`config.mk`:
```
export PLATFORM = sky130hd
export DESIGN_NAME = spi_master_ctrl_flat
export DESIGN_NICKNAME = d
export VERILOG_FILES = /design/src/rtl/spi_master_ctrl_if.sv /design/src/rtl/spi_master_ctrl.sv /design/src/flat_wrapper.sv
export SDC_FILE = /design/constraint.sdc
export NUM_CORES = 1
export LEC_CHECK = 0
export BUFFER_PORTS_ARGS = -buffer_cell sky130_fd_sc_hd__buf_2
export CAP_MARGIN = 20
export CORE_ASPECT_RATIO = 2
export CORE_MARGIN = 3
export CORE_UTILIZATION = 35
export CTS_BUF_LIST = sky130_fd_sc_hd__clkbuf_8
export DETAILED_ROUTE_END_ITERATION = 12
export PLACE_DENSITY = 0.64
export SLEW_MARGIN = 0
export SYNTH_ARGS = -nofsm -noshare
export SYNTH_HDL_FRONTEND = slang
export SYNTH_SLANG_ARGS = --single-unit
```
`constraint.sdc`:
```
create_clock -name clk -period 2.2 [get_ports clk]
set_clock_uncertainty 0.05 [all_clocks]
set_input_delay 0.22 -clock clk [delete_from_list [all_inputs] [get_ports clk]]
set_output_delay 0.22 -clock clk [all_outputs]
set_load 0.1 [all_outputs]
```
`src/rtl/spi_master_ctrl_if.sv`:
```
// Command/response bundle for the SPI master sequencer.
//   master modport : the command issuer (drives req_*, div; sees ready/done/rx)
//   slave modport  : the sequencer itself
// Signals:
//   req_valid/req_ready : command handshake, accepted when both are high
//   req_tx, req_len     : transmit word and bit count (0 or >DATA_W means DATA_W)
//   req_ss              : one-hot slave select for the transfer
//   div                 : sck half-period is div+1 clk cycles
//   done, rx_data       : completion pulse and received word
//   busy                : inverse of req_ready
interface spi_master_ctrl_if #(
    parameter int DATA_W = 16,
    parameter int NSS    = 8,
    parameter int DIV_W  = 8
);
    localparam int LEN_W = $clog2(DATA_W) + 1;

    logic              req_valid;
    logic              req_ready;
    logic [DATA_W-1:0] req_tx;
    logic [LEN_W-1:0]  req_len;
    logic [NSS-1:0]    req_ss;
    logic [DIV_W-1:0]  div;
    logic              done;
    logic [DATA_W-1:0] rx_data;
    logic              busy;

    modport master (
        output req_valid, req_tx, req_len, req_ss, div,
        input  req_ready, done, rx_data, busy
    );

    modport slave (
        input  req_valid, req_tx, req_len, req_ss, div,
        output req_ready, done, rx_data, busy
    );
endinterface

```
`src/rtl/spi_master_ctrl.sv`:
```
// SPI mode-0 master sequencer: takes one command, runs one full-duplex
// transfer (setup, len bit periods, hold), returns the received bits.
// Ports:
//   clk, rst_n : system clock, asynchronous active-low reset
//   bus        : command/response bundle (slave modport)
//   sck        : SPI clock, idles low
//   ss_n       : active-low slave selects
//   mosi       : master out, changes only while sck is low, idles high
//   miso       : master in, sampled on each sck falling edge
//
// state      | meaning
// -----------+------------------------------------------------------------
// S_IDLE     | ready for a command, bus idle; first cycle after HOLD = done
// S_SETUP    | ss asserted, first bit on mosi, sck low for H cycles
// S_SHIFT_HI | sck high for H cycles, slave samples on entry
// S_SHIFT_LO | sck low for H cycles, master sampled miso on entry
// S_HOLD     | sck low, ss still asserted for H cycles after last bit
module spi_master_ctrl #(
    parameter int DATA_W = 16,
    parameter int NSS    = 8,
    parameter int DIV_W  = 8
) (
    input  logic               clk,
    input  logic               rst_n,
    spi_master_ctrl_if.slave   bus,
    output logic               sck,
    output logic [NSS-1:0]     ss_n,
    output logic               mosi,
    input  logic               miso
);
    localparam int LEN_W = $clog2(DATA_W) + 1;
    localparam int IDX_W = (DATA_W > 1) ? $clog2(DATA_W) : 1;

    typedef enum logic [2:0] {
        S_IDLE,
        S_SETUP,
        S_SHIFT_HI,
        S_SHIFT_LO,
        S_HOLD
    } state_t;

    state_t            state;
    state_t            state_nxt;

    // One bit wider than div so a div of all-ones never wraps.
    logic [DIV_W:0]    hcnt;
    logic [DIV_W-1:0]  div_lat;
    logic [LEN_W-1:0]  bit_cnt;
    logic [DATA_W-1:0] tx_lat;
    logic [DATA_W-1:0] rx_sh;
    logic [NSS-1:0]    ss_lat;
    logic              done_q;
    logic [DATA_W-1:0] rx_data_q;

    logic              accept;
    logic              phase_end;
    logic [LEN_W-1:0]  len_eff;
    logic [IDX_W-1:0]  bit_idx;

    assign accept    = bus.req_valid && (state == S_IDLE);
    assign phase_end = (hcnt == '0);
    assign len_eff   = ((bus.req_len == '0) || (bus.req_len > LEN_W'(DATA_W)))
                       ? LEN_W'(DATA_W) : bus.req_len;
    // bit_cnt counts bits not yet sampled; the bit on the wire is bit_cnt-1.
    assign bit_idx   = IDX_W'(bit_cnt - LEN_W'(1));

    always_ff @(posedge clk or negedge rst_n) begin
        if (!rst_n) begin
            state <= S_IDLE;
        end else begin
            state <= state_nxt;
        end
    end

    always_comb begin
        state_nxt = state;
        case (state)
            S_IDLE:     if (bus.req_valid) state_nxt = S_SETUP;
            S_SETUP:    if (phase_end)     state_nxt = S_SHIFT_HI;
            S_SHIFT_HI: if (phase_end)     state_nxt = S_SHIFT_LO;
            S_SHIFT_LO: if (phase_end)     state_nxt = (bit_cnt == '0) ? S_HOLD : S_SHIFT_HI;
            S_HOLD:     if (phase_end)     state_nxt = S_IDLE;
            default:                       state_nxt = S_IDLE;
        endcase
    end

    always_ff @(posedge clk or negedge rst_n) begin
        if (!rst_n) begin
            hcnt      <= '0;
            div_lat   <= '0;
            bit_cnt   <= '0;
            tx_lat    <= '0;
            rx_sh     <= '0;
            ss_lat    <= '0;
            done_q    <= 1'b0;
            rx_data_q <= '0;
        end else begin
            done_q <= 1'b0;
            if (accept) begin
                tx_lat  <= bus.req_tx;
                bit_cnt <= len_eff;
                ss_lat  <= bus.req_ss;
                div_lat <= bus.div;
                hcnt    <= {1'b0, bus.div};
                rx_sh   <= '0;
            end else if (state != S_IDLE) begin
                if (phase_end) begin
                    hcnt <= {1'b0, div_lat};
                    // Leaving SHIFT_HI is the sck falling edge: capture miso.
                    if (state == S_SHIFT_HI) begin
                        rx_sh   <= {rx_sh[DATA_W-2:0], miso};
                        bit_cnt <= bit_cnt - LEN_W'(1);
                    end
                    if (state == S_HOLD) begin
                        done_q    <= 1'b1;
                        rx_data_q <= rx_sh;
                    end
                end else begin
                    hcnt <= hcnt - (DIV_W+1)'(1);
                end
            end
        end
    end

    always_comb begin
        sck  = (state == S_SHIFT_HI);
        ss_n = (state == S_IDLE) ? {NSS{1'b1}} : ~ss_lat;
        mosi = 1'b1;
        if (((state == S_SETUP) || (state == S_SHIFT_HI) || (state == S_SHIFT_LO))
            && (bit_cnt != '0)) begin
            mosi = tx_lat[bit_idx];
        end
    end

    assign bus.req_ready = (state == S_IDLE);
    assign bus.busy      = (state != S_IDLE);
    assign bus.done      = done_q;
    assign bus.rx_data   = rx_data_q;
endmodule

```
`src/flat_wrapper.sv`:
```
// flat-port wrapper written by rule: the top's interface ports become plain ports
module spi_master_ctrl_flat 
#(
    parameter int DATA_W = 16,
    parameter int NSS    = 8,
    parameter int DIV_W  = 8
)
  (clk, rst_n, sck, ss_n, mosi, miso, bus_req_valid, bus_req_tx, bus_req_len, bus_req_ss, bus_div, bus_req_ready, bus_done, bus_rx_data, bus_busy);
  spi_master_ctrl_if #(.DATA_W(DATA_W), .NSS(NSS), .DIV_W(DIV_W)) bus_i ();
  input  logic clk;
  input  logic rst_n;
  output logic sck;
  output logic [NSS-1:0] ss_n;
  output logic mosi;
  input  logic miso;
  input wire logic [$bits(bus_i.req_valid)-1:0] bus_req_valid;
  input wire logic [$bits(bus_i.req_tx)-1:0] bus_req_tx;
  input wire logic [$bits(bus_i.req_len)-1:0] bus_req_len;
  input wire logic [$bits(bus_i.req_ss)-1:0] bus_req_ss;
  input wire logic [$bits(bus_i.div)-1:0] bus_div;
  output wire logic [$bits(bus_i.req_ready)-1:0] bus_req_ready;
  output wire logic [$bits(bus_i.done)-1:0] bus_done;
  output wire logic [$bits(bus_i.rx_data)-1:0] bus_rx_data;
  output wire logic [$bits(bus_i.busy)-1:0] bus_busy;
  assign bus_i.req_valid = bus_req_valid;
  assign bus_i.req_tx = bus_req_tx;
  assign bus_i.req_len = bus_req_len;
  assign bus_i.req_ss = bus_req_ss;
  assign bus_i.div = bus_div;
  assign bus_req_ready = bus_i.req_ready;
  assign bus_done = bus_i.done;
  assign bus_rx_data = bus_i.rx_data;
  assign bus_busy = bus_i.busy;
  spi_master_ctrl #(.DATA_W(DATA_W), .NSS(NSS), .DIV_W(DIV_W)) u_core (.clk(clk), .rst_n(rst_n), .bus(bus_i), .sck(sck), .ss_n(ss_n), .mosi(mosi), .miso(miso));
endmodule
```
Word level (Yosys, flattened, before mapping)
Index checks and enable logic that the tools add are counted.
- register bits after elaboration: 82
- latch bits: 0
- RAM bits: 0
- memory bits (read-only): 0
- bits of input ports: 41
- output and inout port bits: 29
- word-level logic and storage cells: 68
- memories kept: 0
- add/subtract/negate cells: 2
- multipliers: 0
- div/mod/pow operators: 0
- magnitude comparators: 2
- equality and inequality tests: 9
- shift operators: 0
- multiplexer cells: 27
- bitwise gates (word level): 2
- reduce and logical (&&, ||, !) cells: 17
- operators with widths (kind ; number):
    2-to-1 mux 16 bit ; 4
    2-to-1 mux 9 bit ; 3
    2-to-1 mux 5 bit ; 5
    2-to-1 mux 3 bit ; 6
    one-hot mux 3 bit (5 select lines) ; 1
    logical NOT 5 bit ; 2
    logical NOT 9 bit ; 1
    subtractor 9 x 1 -> 9 bit, second input constant ; 1
    2-to-1 mux 8 bit ; 1
    != test 2 x 1 -> 1 bit, second input constant ; 4
    NOT 8 bit ; 1
    equality test 3 x 2 -> 1 bit, second input constant ; 2
    2-to-1 mux 1 bit ; 6
    nonzero test 2 bit ; 3
    > comparator 5 bit, second input constant ; 1
    less-than comparator 4 x 5 -> 1 bit, second input constant ; 1
    AND reduction 5 bit ; 1
    nonzero test 5 bit ; 1
    subtractor 5 x 1 -> 5 bit, second input constant ; 1
    binary-select mux 1 bit (select 4 bit) ; 1
    AND reduction 4 bit ; 1
    equality test 3 x 1 -> 1 bit, second input constant ; 1
    equality test 3 bit, second input constant ; 1
    logical NOT 3 bit ; 1
    6 further kinds ; 9

Depth between registers and ports, before layout
Gate-level depths: netlist of run 1.
- word-level depth: 5
- gate-level depth with buffers: 8
- depth with buffers taken out: 6

Worst setup path before layout of run 1
Ideal clock, no wire load.
- path kind: register to register
- from: register u_core.state[2]
- to: register u_core.rx_sh[12]
- arrival: 3.732 ns
- slack: -1.709 ns
- stages on the path, launching flop included: 7
- buffers on the path: 3
- path through: dfrtp_1 > buf_4 > nor3b_1 > and3_1 > buf_2 > buf_2 > o21ai_0
- elaborated cells on any way between the ends: 9
- classes of those cells: 1 x eq/ne; 1 x mux; 7 x reduce/logical
- RTL lines (element ; RTL line ; RTL):
    from (decl) ; spi_master_ctrl.sv:42 ; state_t state;
    from (signal assigned) ; spi_master_ctrl.sv:71 ; state <= state_nxt;
    equality test 3 x 2 -> 1 bit ; - ;
    net sck ; flat_wrapper.sv:12 ; output logic sck;
    nonzero test 2 bit (no source line) ; - ;
    AND reduction 3 bit (no source line) ; - ;
    to (signal assigned) ; spi_master_ctrl.sv:111 ; rx_sh <= {rx_sh[DATA_W-2:0], miso};
    to (decl) ; spi_master_ctrl.sv:50 ; logic [DATA_W-1:0] rx_sh;
The timed path passes the listed nets, and every way through them passes these cells.
A chain may end at the register's enable or synchronous reset.

Final worst setup path of run 1
- from: register u_core.bit_cnt[0]
- to: output port mosi
- word-level cells in the longest chain between the ends: 4
- elaborated cells on any way between the ends: 6
- classes of those cells: 1 x add/sub; 3 x mux; 2 x reduce/logical
- ends and longest elaborated chain (element ; RTL line ; RTL):
    from (decl) ; spi_master_ctrl.sv:48 ; logic [LEN_W-1:0] bit_cnt;
    from (signal assigned) ; spi_master_ctrl.sv:101 ; bit_cnt <= len_eff;
    from (signal assigned) ; spi_master_ctrl.sv:112 ; bit_cnt <= bit_cnt - LEN_W'(1);
    subtractor 5 x 1 -> 5 bit ; spi_master_ctrl.sv:65 ; assign bit_idx = IDX_W'(bit_cnt - LEN_W'(1));
    binary-select mux 1 bit (select 4 bit) ; spi_master_ctrl.sv:131 ; mosi = tx_lat[bit_idx];
    2-to-1 mux 1 bit (implied by the code) ; spi_master_ctrl.sv:131 ;
    2-to-1 mux 1 bit (*) ; spi_master_ctrl.sv:129 ; if (((state == S_SETUP) || (state == S_SHIFT_HI) || (state == S_SHIFT_LO))
    to (decl) ; flat_wrapper.sv:14 ; output logic mosi;
Mark *: on every way between the ends. The rest lies on a longest branch, timed or not. The select of a mux whose other input is x is not followed.

==> results of run 1 <==
## critical path: stages, from the launching register on
cell     delay (ns)
dfrtp_1        0.41
inv_2          0.07
ha_4           0.30
mux4_2         0.34
mux2i_4        0.18
a32oi_4        0.14
buf_12         0.20
## cell families after synthesis
logic type / Yosys count / share of synthesized area (%)
AND/OR/NAND/NOR: 188 / 21.85
AO/OA/AOI/OAI: 48 / 7.393
buffers and inverters: 32 / 3.795
adder cells (fa/ha/maj): 3 / 0.9902
flip-flops: 82 / 54.13
multiplexers: 29 / 10.46
XOR/XNOR: 6 / 1.386
## routing by layer
metal / vias to the layer above / track usage (%) / share of wire, %
li1: 1487 / - / -
met1: 1459 / 17.17 / 38
met2: 78 / 27.36 / 55
met3: 15 / 4.186 / 4.4
met4: 0 / 6.475 / 2.0
met5: - / 0 / 0
## Yosys cell counts (all sizes together) (2+ instances only)
library cell	n	area (µm²)
a211oi	4	30.03
a21oi	8	40.04
a31oi	2	12.51
buf	9	56.30
clkbuf	14	53.80
dfrtp	82	2052
ha	3	37.54
inv	9	33.78
mux2	18	236.5
mux2i	7	70.07
mux4	4	90.09
nand2	145	544.3
nand3	6	42.54
nand3b	3	22.52
nand4	3	18.77
nor2	9	33.78
nor3	6	30.03
nor3b	5	37.54
nor4	3	25.02
nor4b	2	32.53
o211ai	2	15.01
o21ai	25	125.1
or3	2	12.51
xnor2	4	35.03
xor2	2	17.52
## per-stage QoR
| step | setup TNS [ns] | setup slack, ns | instance area, µm² |
|---|---|---|---|
| 2_1_floorplan | -0.8503 | -0.09750 | 3877 |
| 3_3_place_gp | 0 | 0.1802 | 4556 |
| 4_1_cts | -0.08629 | -0.08629 | 5010 |
| 6_report | -0.06438 | -0.06438 | 5032 |
| 3_5_place_dp | 0 | 0.1508 | 4556 |
| 5_1_grt | -0.1374 | -0.1374 | 5032 |
## where the power goes
group | internal (mW) | total, mW | switching, mW
registers | 2.04 | 2.51 | 0.465
clock network | 0.572 | 1.08 | 0.507
logic | 1.41 | 3.32 | 1.91
total | 4.02 | 6.91 | 2.89
## path summary, 6_finish.rpt
check	start	end	slack [ns]	depth (start not counted)
setup / recovery	u_core.bit_cnt[0]$_DFFE_PN0P_	mosi	-0.06	6
hold / removal	bus_req_ss[4]	u_core.ss_lat[4]$_DFFE_PN0P_	0.02	3
setup reg to reg	u_core.hcnt[0]$_DFFE_PN0P_	u_core.bus.rx_data[7]$_DFFE_PN0P_	0.22	6
hold reg to reg	u_core.div_lat[5]$_DFFE_PN0P_	u_core.div_lat[5]$_DFFE_PN0P_	0.42	2
max in group asynchronous	rst_n	u_core.div_lat[4]$_DFFE_PN0P_	1.15	3
min in group asynchronous	rst_n	u_core.bus.done$_DFF_PN0_	0.35	2
## layout by cell type, fill, tap and decap left out, drive strengths merged, types with 5 or more instances in the layout
cell and n:
dlygate4sd3 21, clkbuf 11, dfrtp 82, inv 12, nor3 6, nand3 6, mux2 18, buf 84
nor2 9, a21oi 8, nand2 145, o21ai 25, mux2i 7, nor3b 5
## what timing repair did
item,CTS,global route
hold buffers,21,0
buffers inserted,2,0
hold endpoints to repair,63,0
pin swaps,2,2
gates resized for setup,7,3
endpoints found under the setup margin,1,1
## final cells by class
| class | instances | area [µm²] | share of cell area [%] |
|---|---|---|---|
| tap | 137 | 171.4 | 3.406 |
| timing repair buffer | 105 | 877.1 | 17.43 |
| sequential | 82 | 2052 | 40.78 |
| multi-input combinational | 274 | 1700 | 33.79 |
| clock buffer | 11 | 151.4 | 3.008 |
| inverter | 9 | 33.78 | 0.6713 |
| clock inverter | 5 | 46.29 | 0.9199 |
## registers in the layout (all words and copies together) (netlist names)
| register | count |
|---|---|
| u_core.bit_cnt | 5 |
| u_core.ss_lat | 8 |
| u_core.hcnt | 9 |
| u_core.div_lat | 8 |
| u_core.bus.done | 1 |
| u_core.state | 3 |
| u_core.tx_lat | 16 |
| u_core.bus.rx_data | 16 |
| u_core.rx_sh | 16 |
==> results.yml, run 1 <==
run_status:
  status: "finished with violations"
  violations: "setup timing"
place:
  dp.cells: 584
  numPortBuffers: 69
  place.gp.congestion: 0.8256
  dp.final_hpwl_mm: 6.277
die:
  core_area_um2: 10540
  dieWidth_um: 79.59
  die-area_um2: 12190
  die_y_um: 153.2
  rows: 53
  io_pins: 70
  start_util_pct: 35.96
finish:
  stdcell_count: 623
  layout.nets: 525
  fin_util_pct: 47.73
  nFillCells: 990
  final_layout_size_suffix_gt1_share_pct: 28.81
  antennaDiodeCount: 0
  syn_to_final_growth_pct: 32.74
cts:
  ctsHtreeMaxLevel: 3
  insertion_delay_ns: 0.36
  cts.sinks: 82
  cts_root_buf: "clkbuf_8"
  cts_buffers: 9
  clk_pin_slew_ns: 0.08
  cts_max_path_buffers: 2
  cts_tree: "done"
logic_synthesis:
  syn_area_um2: 3791
  synth_cell_types: 43
  synth_nets: 432
  synth-seq-cells: 82
  ys_warn_count: 0
  synth_area_per_cell_um2: 9.771
  synthArstFlopShare_pct: 100.0
  ys_seq_area_share_pct: 54.13
  synth_ff_type: "dfrtp_1"
  synth_edf_count: 0
  synth_cells: 388
sta:
  drv_slew: 0
  max_freq_ghz: 0.4416
  finalCriticalPeriod_ns: 2.264
  fin_crit_sh_pct: 102.9
  hold_viol: 0
  setup_viol: 1
  tightest_slew_ns: 0.5764
  holdWs_ns: 0.01736
  rsz0062_at_grt: "true"
  setup_ws_ns: -0.06438
  max_slew_margin_pct: 61.57
global_routing:
  grtUsageTotal_pct: 15.54
  antenna_found_initial: 0
  grt_pass1_vias: 3135
  grt_pass1_wl_mm: 14.89
  overflow: 0
  grt_start_max_net_pins: 45
drt:
  drc: 0
  via_per_inst: 4.878
  drtPass1Iterations: 4
  vias: 3039
  first_iter_violations: 86
  avgRoutedWirePerCell_um: 14.13
  final_antenna_net_count: 0
  wl_mm: 8.805
worst_hold_path:
  hold_class: "in2reg"
pwr:
  p_leak_nw: 2.503
  peakVddDrop_uv: 1140
  p_total_mw: 6.907
  pwr_density_cell_nw_per_um2: 1372
setup_path:
  path_max_fanout: 5
  crit_path_end_kind: "output port"
  path_class: "reg2out"
  cp-start-kind: "register"
  crit_arrival_ns: 1.99
  cp.required_ns: 1.93
job:
  max_cap_viol_count: 0
Power figures use the tool's default switching activity.
==> run 2: changes to the inputs <==
PLACE_DENSITY = 0.62   (was 0.64)
clock period = 2.4 ns   (was 2.2 ns; I/O delays follow)
==> results.yml, run 2 (synthesis results as in run 1) <==
cts:
  post_cts_buffers: 0
  ctsHtreeMaxLevel: 3
  cts.sinks: 82
  cts_buffers: 9
  cts_tree: "done"
  cts_root_buf: "clkbuf_8"
  insertion_delay_ns: 0.36
  clk_pin_slew_ns: 0.08
  cts_max_path_buffers: 2
global_routing:
  grtUsageTotal_pct: 15.32
  grt_pass1_wl_mm: 14.48
  antenna_found_initial: 0
  overflow: 0
  grt_start_max_net_pins: 55
  grt_pass1_vias: 2978
worst_hold_path:
  hold_class: "in2reg"
  min_from: "bus_req_tx[3]"
  hold_depth: 3
  whs_endpoint: "u_core.tx_lat[3]$_DFFE_PN0P_"
drt:
  via_per_inst: 4.748
  wl_met2_mm: 4.612
  top_layer: "met4"
  wl_mm: 8.533
  drc: 0
  final_antenna_net_count: 0
  vias: 2925
  drtPass1Iterations: 4
  avgRoutedWirePerCell_um: 13.85
  dr_wl_met3_um: 246
  first_iter_violations: 94
  wl_met1_mm: 3.480
setup_path:
  worstSetupPathDepth: 6
  crit_path_end_kind: "output port"
  worst_path_dominant_cell_family: "multiplexers"
  cp_cell_sequence: "inv_1 > ha_4 > mux4_2 > mux2i_2 > a32oi_4 > buf_12"
  path_max_fanout: 5
  crit_arrival_ns: 2.02
  r2r-end: "u_core.bus.rx_data[13]$_DFFE_PN0P_"
  cp-start-kind: "register"
  cp.required_ns: 2.11
  cp_slowest_cell: "dfrtp_1"
  reg2regPathDepth: 6
  r2r_slack_ns: 0.40
  reg2reg_from: "u_core.hcnt[0]$_DFFE_PN0P_"
  path_class: "reg2out"
  critical_path_buf_inv_count: 2
  critPathMaxStageDelay_ns: 0.38
finish:
  layout.nets: 518
  antennaDiodeCount: 0
  syn_to_final_growth_pct: 26.67
  final_common_cell: "nand2_1"
  final_layout_size_suffix_gt1_share_pct: 27.14
  fin_util_pct: 45.54
  layout_common_cells: "nand2_1 (144), dfrtp_1 (82), buf_2 (66)"
die:
  die-area_um2: 12190
  start_util_pct: 35.96
  core_area_um2: 10540
  io_pins: 70
  die_y_um: 153.2
  rows: 53
  dieWidth_um: 79.59
pwr:
  peakVddDrop_uv: 756.2
  p_leak_nw: 2.386
  pwr_density_cell_nw_per_um2: 1228
sta:
  tightest_slew_ns: 0.5538
  max_slew_margin_pct: 62.74
  drv_slew: 0
  setup_tns_ns: 0
  setup_viol: 0
  finalCriticalPeriod_ns: 2.312
  rsz0062_at_grt: "false"
  max_freq_ghz: 0.4324
  hold_viol: 0
  fin_crit_sh_pct: 96.35
job:
  max_cap_viol_count: 0
place:
  dp.final_hpwl_mm: 6.068
  numPortBuffers: 69
  place.gp.congestion: 0.7925
run_status:
  status: "completed"
==> run 2: cell count changes in the layout (fill, tap and decap cells not counted), moves of 2 or more <==
cell	before	now
inv_1	11	9
o21ai_0	15	25
clkinvlp_4	0	3
nand2_1	136	144
buf_4	12	9
inv_6	0	2
buf_2	57	66
dlygate4sd3_1	21	17
nand2_2	9	1
clkbuf_8	11	9
buf_12	14	6
o21ai_1	10	0
==> run 2: area by class of cell <==
class                           instances  area, µm²
Inverter                                9      33.78
Clock buffer                            9      123.9
Fill cell                            1015       5742
Tap cell                              137      171.4
Timing Repair Buffer                   98      688.2
Sequential cell                        82       2052
Clock inverter                          7      75.07
Multi-Input combinational cell        274       1658
==> run 2: worst reg2reg max path: cells and delay by family, from the launching register on <==
kind          cells  cell delay [ns]
fa+ha+maj         1             0.23
buf+inv           1             0.07
flops             1             0.42
mux               1             0.38
simple gates      3             0.73
==> run 2: power breakdown <==
| group | total [mW] | switching, mW | internal, mW |
|---|---|---|---|
| Combinational | 2.63 | 1.66 | 0.969 |
| Sequential | 2.26 | 0.387 | 1.87 |
| Clock | 1.01 | 0.526 | 0.485 |
==> run 2: what timing repair did <==
| action | in CTS | in global routing |
|---|---|---|
| setup endpoints to repair | 1 | 1 |
| hold buffers | 17 | 0 |
| resized for setup | 3 | 2 |
| hold endpoints to repair | 44 | 0 |
==> run 2: worst max-delay path by stage <==
stage | from | to | slack, ns
after floorplan | u_core.state[2]$_DFFE_PN0P_ | ss_n[0] | -0.12
after CTS | u_core.bit_cnt[0]$_DFFE_PN0P_ | mosi | 0.03
after global routing | u_core.bit_cnt[1]$_DFFE_PN0P_ | mosi | 0.01
after detailed placement | u_core.bit_cnt[1]$_DFFE_PN0P_ | mosi | 0.35
after global placement | u_core.bit_cnt[1]$_DFFE_PN0P_ | mosi | 0.38
final | u_core.bit_cnt[1]$_DFFE_PN0P_ | mosi | 0.09
==> run 2: per-stage QoR <==
step                      power [mW]  setup slack, ns  cell area [µm²]  hold WS [ns]  instances
after global routing           6.301          0.01251             4802       0.01208        616
after global placement         4.773           0.3764             4405        0.1353        583
after floorplan                4.165          -0.1247             3822       -0.1056        388
final                          5.897          0.08755             4802       0.02238        616
after detailed placement       4.842           0.3462             4405        0.1426        583
after CTS                      5.959          0.02539             4791      0.002278        616
==> run 2: metal layers <==
metal,global-route usage [%],vias to the layer above
li1,-,1467
met1,18.01,1391
met2,26.65,55
met3,2.241,12
met4,7.377,0
met5,0,-
==> run 3: changes to the inputs <==
GPL_TIMING_DRIVEN = 0   (was not set)
clock period = 2.8 ns   (was 2.4 ns; I/O delays follow)
==> results.yml, run 3 (synthesis results as in run 1) <==
drt:
  wl_mm: 8.736
  vias: 2979
  drc: 0
  drtPass1Iterations: 4
  via_per_inst: 4.884
  final_antenna_net_count: 0
  avgRoutedWirePerCell_um: 14.32
  first_iter_violations: 63
global_routing:
  overflow: 0
  grt_start_max_net_pins: 69
  grtUsageTotal_pct: 15.38
  antenna_found_initial: 0
  grt_pass1_wl_mm: 14.73
  grt_pass1_vias: 3109
die:
  io_pins: 70
  start_util_pct: 35.96
  rows: 53
  die-area_um2: 12190
  dieWidth_um: 79.59
  core_area_um2: 10540
  die_y_um: 153.2
sta:
  setup_tns_ns: 0
  finalCriticalPeriod_ns: 2.563
  tightest_slew_ns: 0.6209
  hold_viol: 0
  setup_viol: 0
  rsz0062_at_grt: "false"
  max_freq_ghz: 0.3902
  max_slew_margin_pct: 58.61
  fin_crit_sh_pct: 91.52
  drv_slew: 0
setup_path:
  cp-start-kind: "register"
  cp.required_ns: 2.47
  path_max_fanout: 7
  path_class: "reg2out"
  critPathMaxStageDelay_ns: 0.49
  cp_slowest_cell: "dfrtp_2"
  crit_path_end_kind: "output port"
  crit_arrival_ns: 2.23
  cp_cell_sequence: "inv_1 > ha_1 > mux4_2 > mux2i_1 > a32oi_2 > buf_4"
finish:
  antennaDiodeCount: 0
  nFillCells: 1002
  syn_to_final_growth_pct: 21.19
  layout.nets: 512
  regArea_um2: 2053
  layout_common_cells: "nand2_1 (145), dfrtp_1 (81), buf_2 (72)"
  final_layout_size_suffix_gt1_share_pct: 26.00
  multiInputGateArea_um2: 1608
  final_common_cell: "nand2_1"
  design_area_um2: 4594
job:
  max_cap_viol_count: 0
worst_hold_path:
  hold_class: "in2reg"
run_status:
  status: "completed"
pwr:
  pwr_density_cell_nw_per_um2: 1073
  p_leak_nw: 2.339
  peakVddDrop_uv: 867.9
cts:
  cts_max_path_buffers: 2
  cts_buffers: 9
  post_cts_buffers: 0
  cts.sinks: 82
  clk_pin_slew_ns: 0.08
  insertion_delay_ns: 0.35
  ctsHtreeMaxLevel: 3
  cts_tree: "done"
  cts_root_buf: "clkbuf_8"
place:
  place.gp.congestion: 0.8279
  dp.final_hpwl_mm: 6.546
  dpl_cell_area_um2: 4347
  numPortBuffers: 68
run 3: cell types whose count changed in the layout (fill, tap and decap cells not counted), sizes merged:
cell / delta
clkinvlp: -3
dlygate4sd3: -16
bufinv: +1
clkinv: -1
clkbuf: +16
buf: -3
run 3: metrics by stage:
stage	std cells	setup WS [ns]	utilization (%)	hold slack [ns]	total power, mW
finish	610	0.2374	43.57	0.06334	4.929
global route	610	0.06253	43.57	0.05413	5.247
CTS	610	0.04954	43.56	0.04342	4.982
detailed placement	594	0.1879	41.22	0.1057	3.952
global placement	593	0.2133	40.94	0.4037	3.877
floorplan	388	0.06809	-	-0.06559	3.463
run 3: final timing paths:
kind                                               start                            endpoint  slack (ns)  depth (start not counted)
max                        u_core.bit_cnt[0]$_DFFE_PN0P_                                mosi        0.24                          6
min                                        bus_req_ss[4]        u_core.ss_lat[4]$_DFFE_PN0P_        0.06                          3
min reg2reg                 u_core.tx_lat[1]$_DFFE_PN0P_        u_core.tx_lat[1]$_DFFE_PN0P_        0.42                          2
max in group asynchronous                          rst_n          u_core.hcnt[8]$_DFFE_PN0P_        1.80                          3
min in group asynchronous                          rst_n       u_core.bit_cnt[3]$_DFFE_PN0P_        0.29                          2
max reg2reg                   u_core.hcnt[0]$_DFFE_PN0P_  u_core.bus.rx_data[13]$_DFFE_PN0P_        0.40                          8
run 3: layout make-up:
class / instances / share of cell area (%)
multi-input combinational: 274 / 34.99
inverter: 9 / 0.7353
tap: 137 / 3.731
timing repair buffer: 70 / 8.333
clock buffer: 12 / 3.595
buffer: 22 / 2.342
clock inverter: 4 / 1.580
sequential: 82 / 44.69
run 3: timing repair:
action / 4_1_cts / 5_1_grt
endpoints found under the hold margin: 14 / 0
resized for setup: 1 / 1
hold buffers: 1 / 0
pin swaps: 0 / 0
endpoints found under the setup margin: 1 / 1
run 3: metal layers:
metal / wire length, µm / track usage, % / vias up
met1: 3420 / 17.21 / 1441
li1: - / - / 1462
met3: 308 / 2.712 / 11
met4: 159 / 6.311 / 0
met2: 4848 / 27.88 / 65
met5: 0 / 0 / -
run 3: report_power, final:
group	switching [mW]	internal (mW)	leakage, nW	total [mW]
registers	0.342	1.60	1.05	1.94
clock network	0.425	0.576	0.124	1.00
logic	1.34	0.639	1.16	1.98
total	2.11	2.82	2.34	4.93
run 3: worst max-delay path, delay by kind of cell, from the launching register on:
kind	cells	cell delay, ns
fa+ha+maj	1	0.39
mux	2	0.53
flops	1	0.49
compound gates	1	0.14
buf+inv	2	0.33
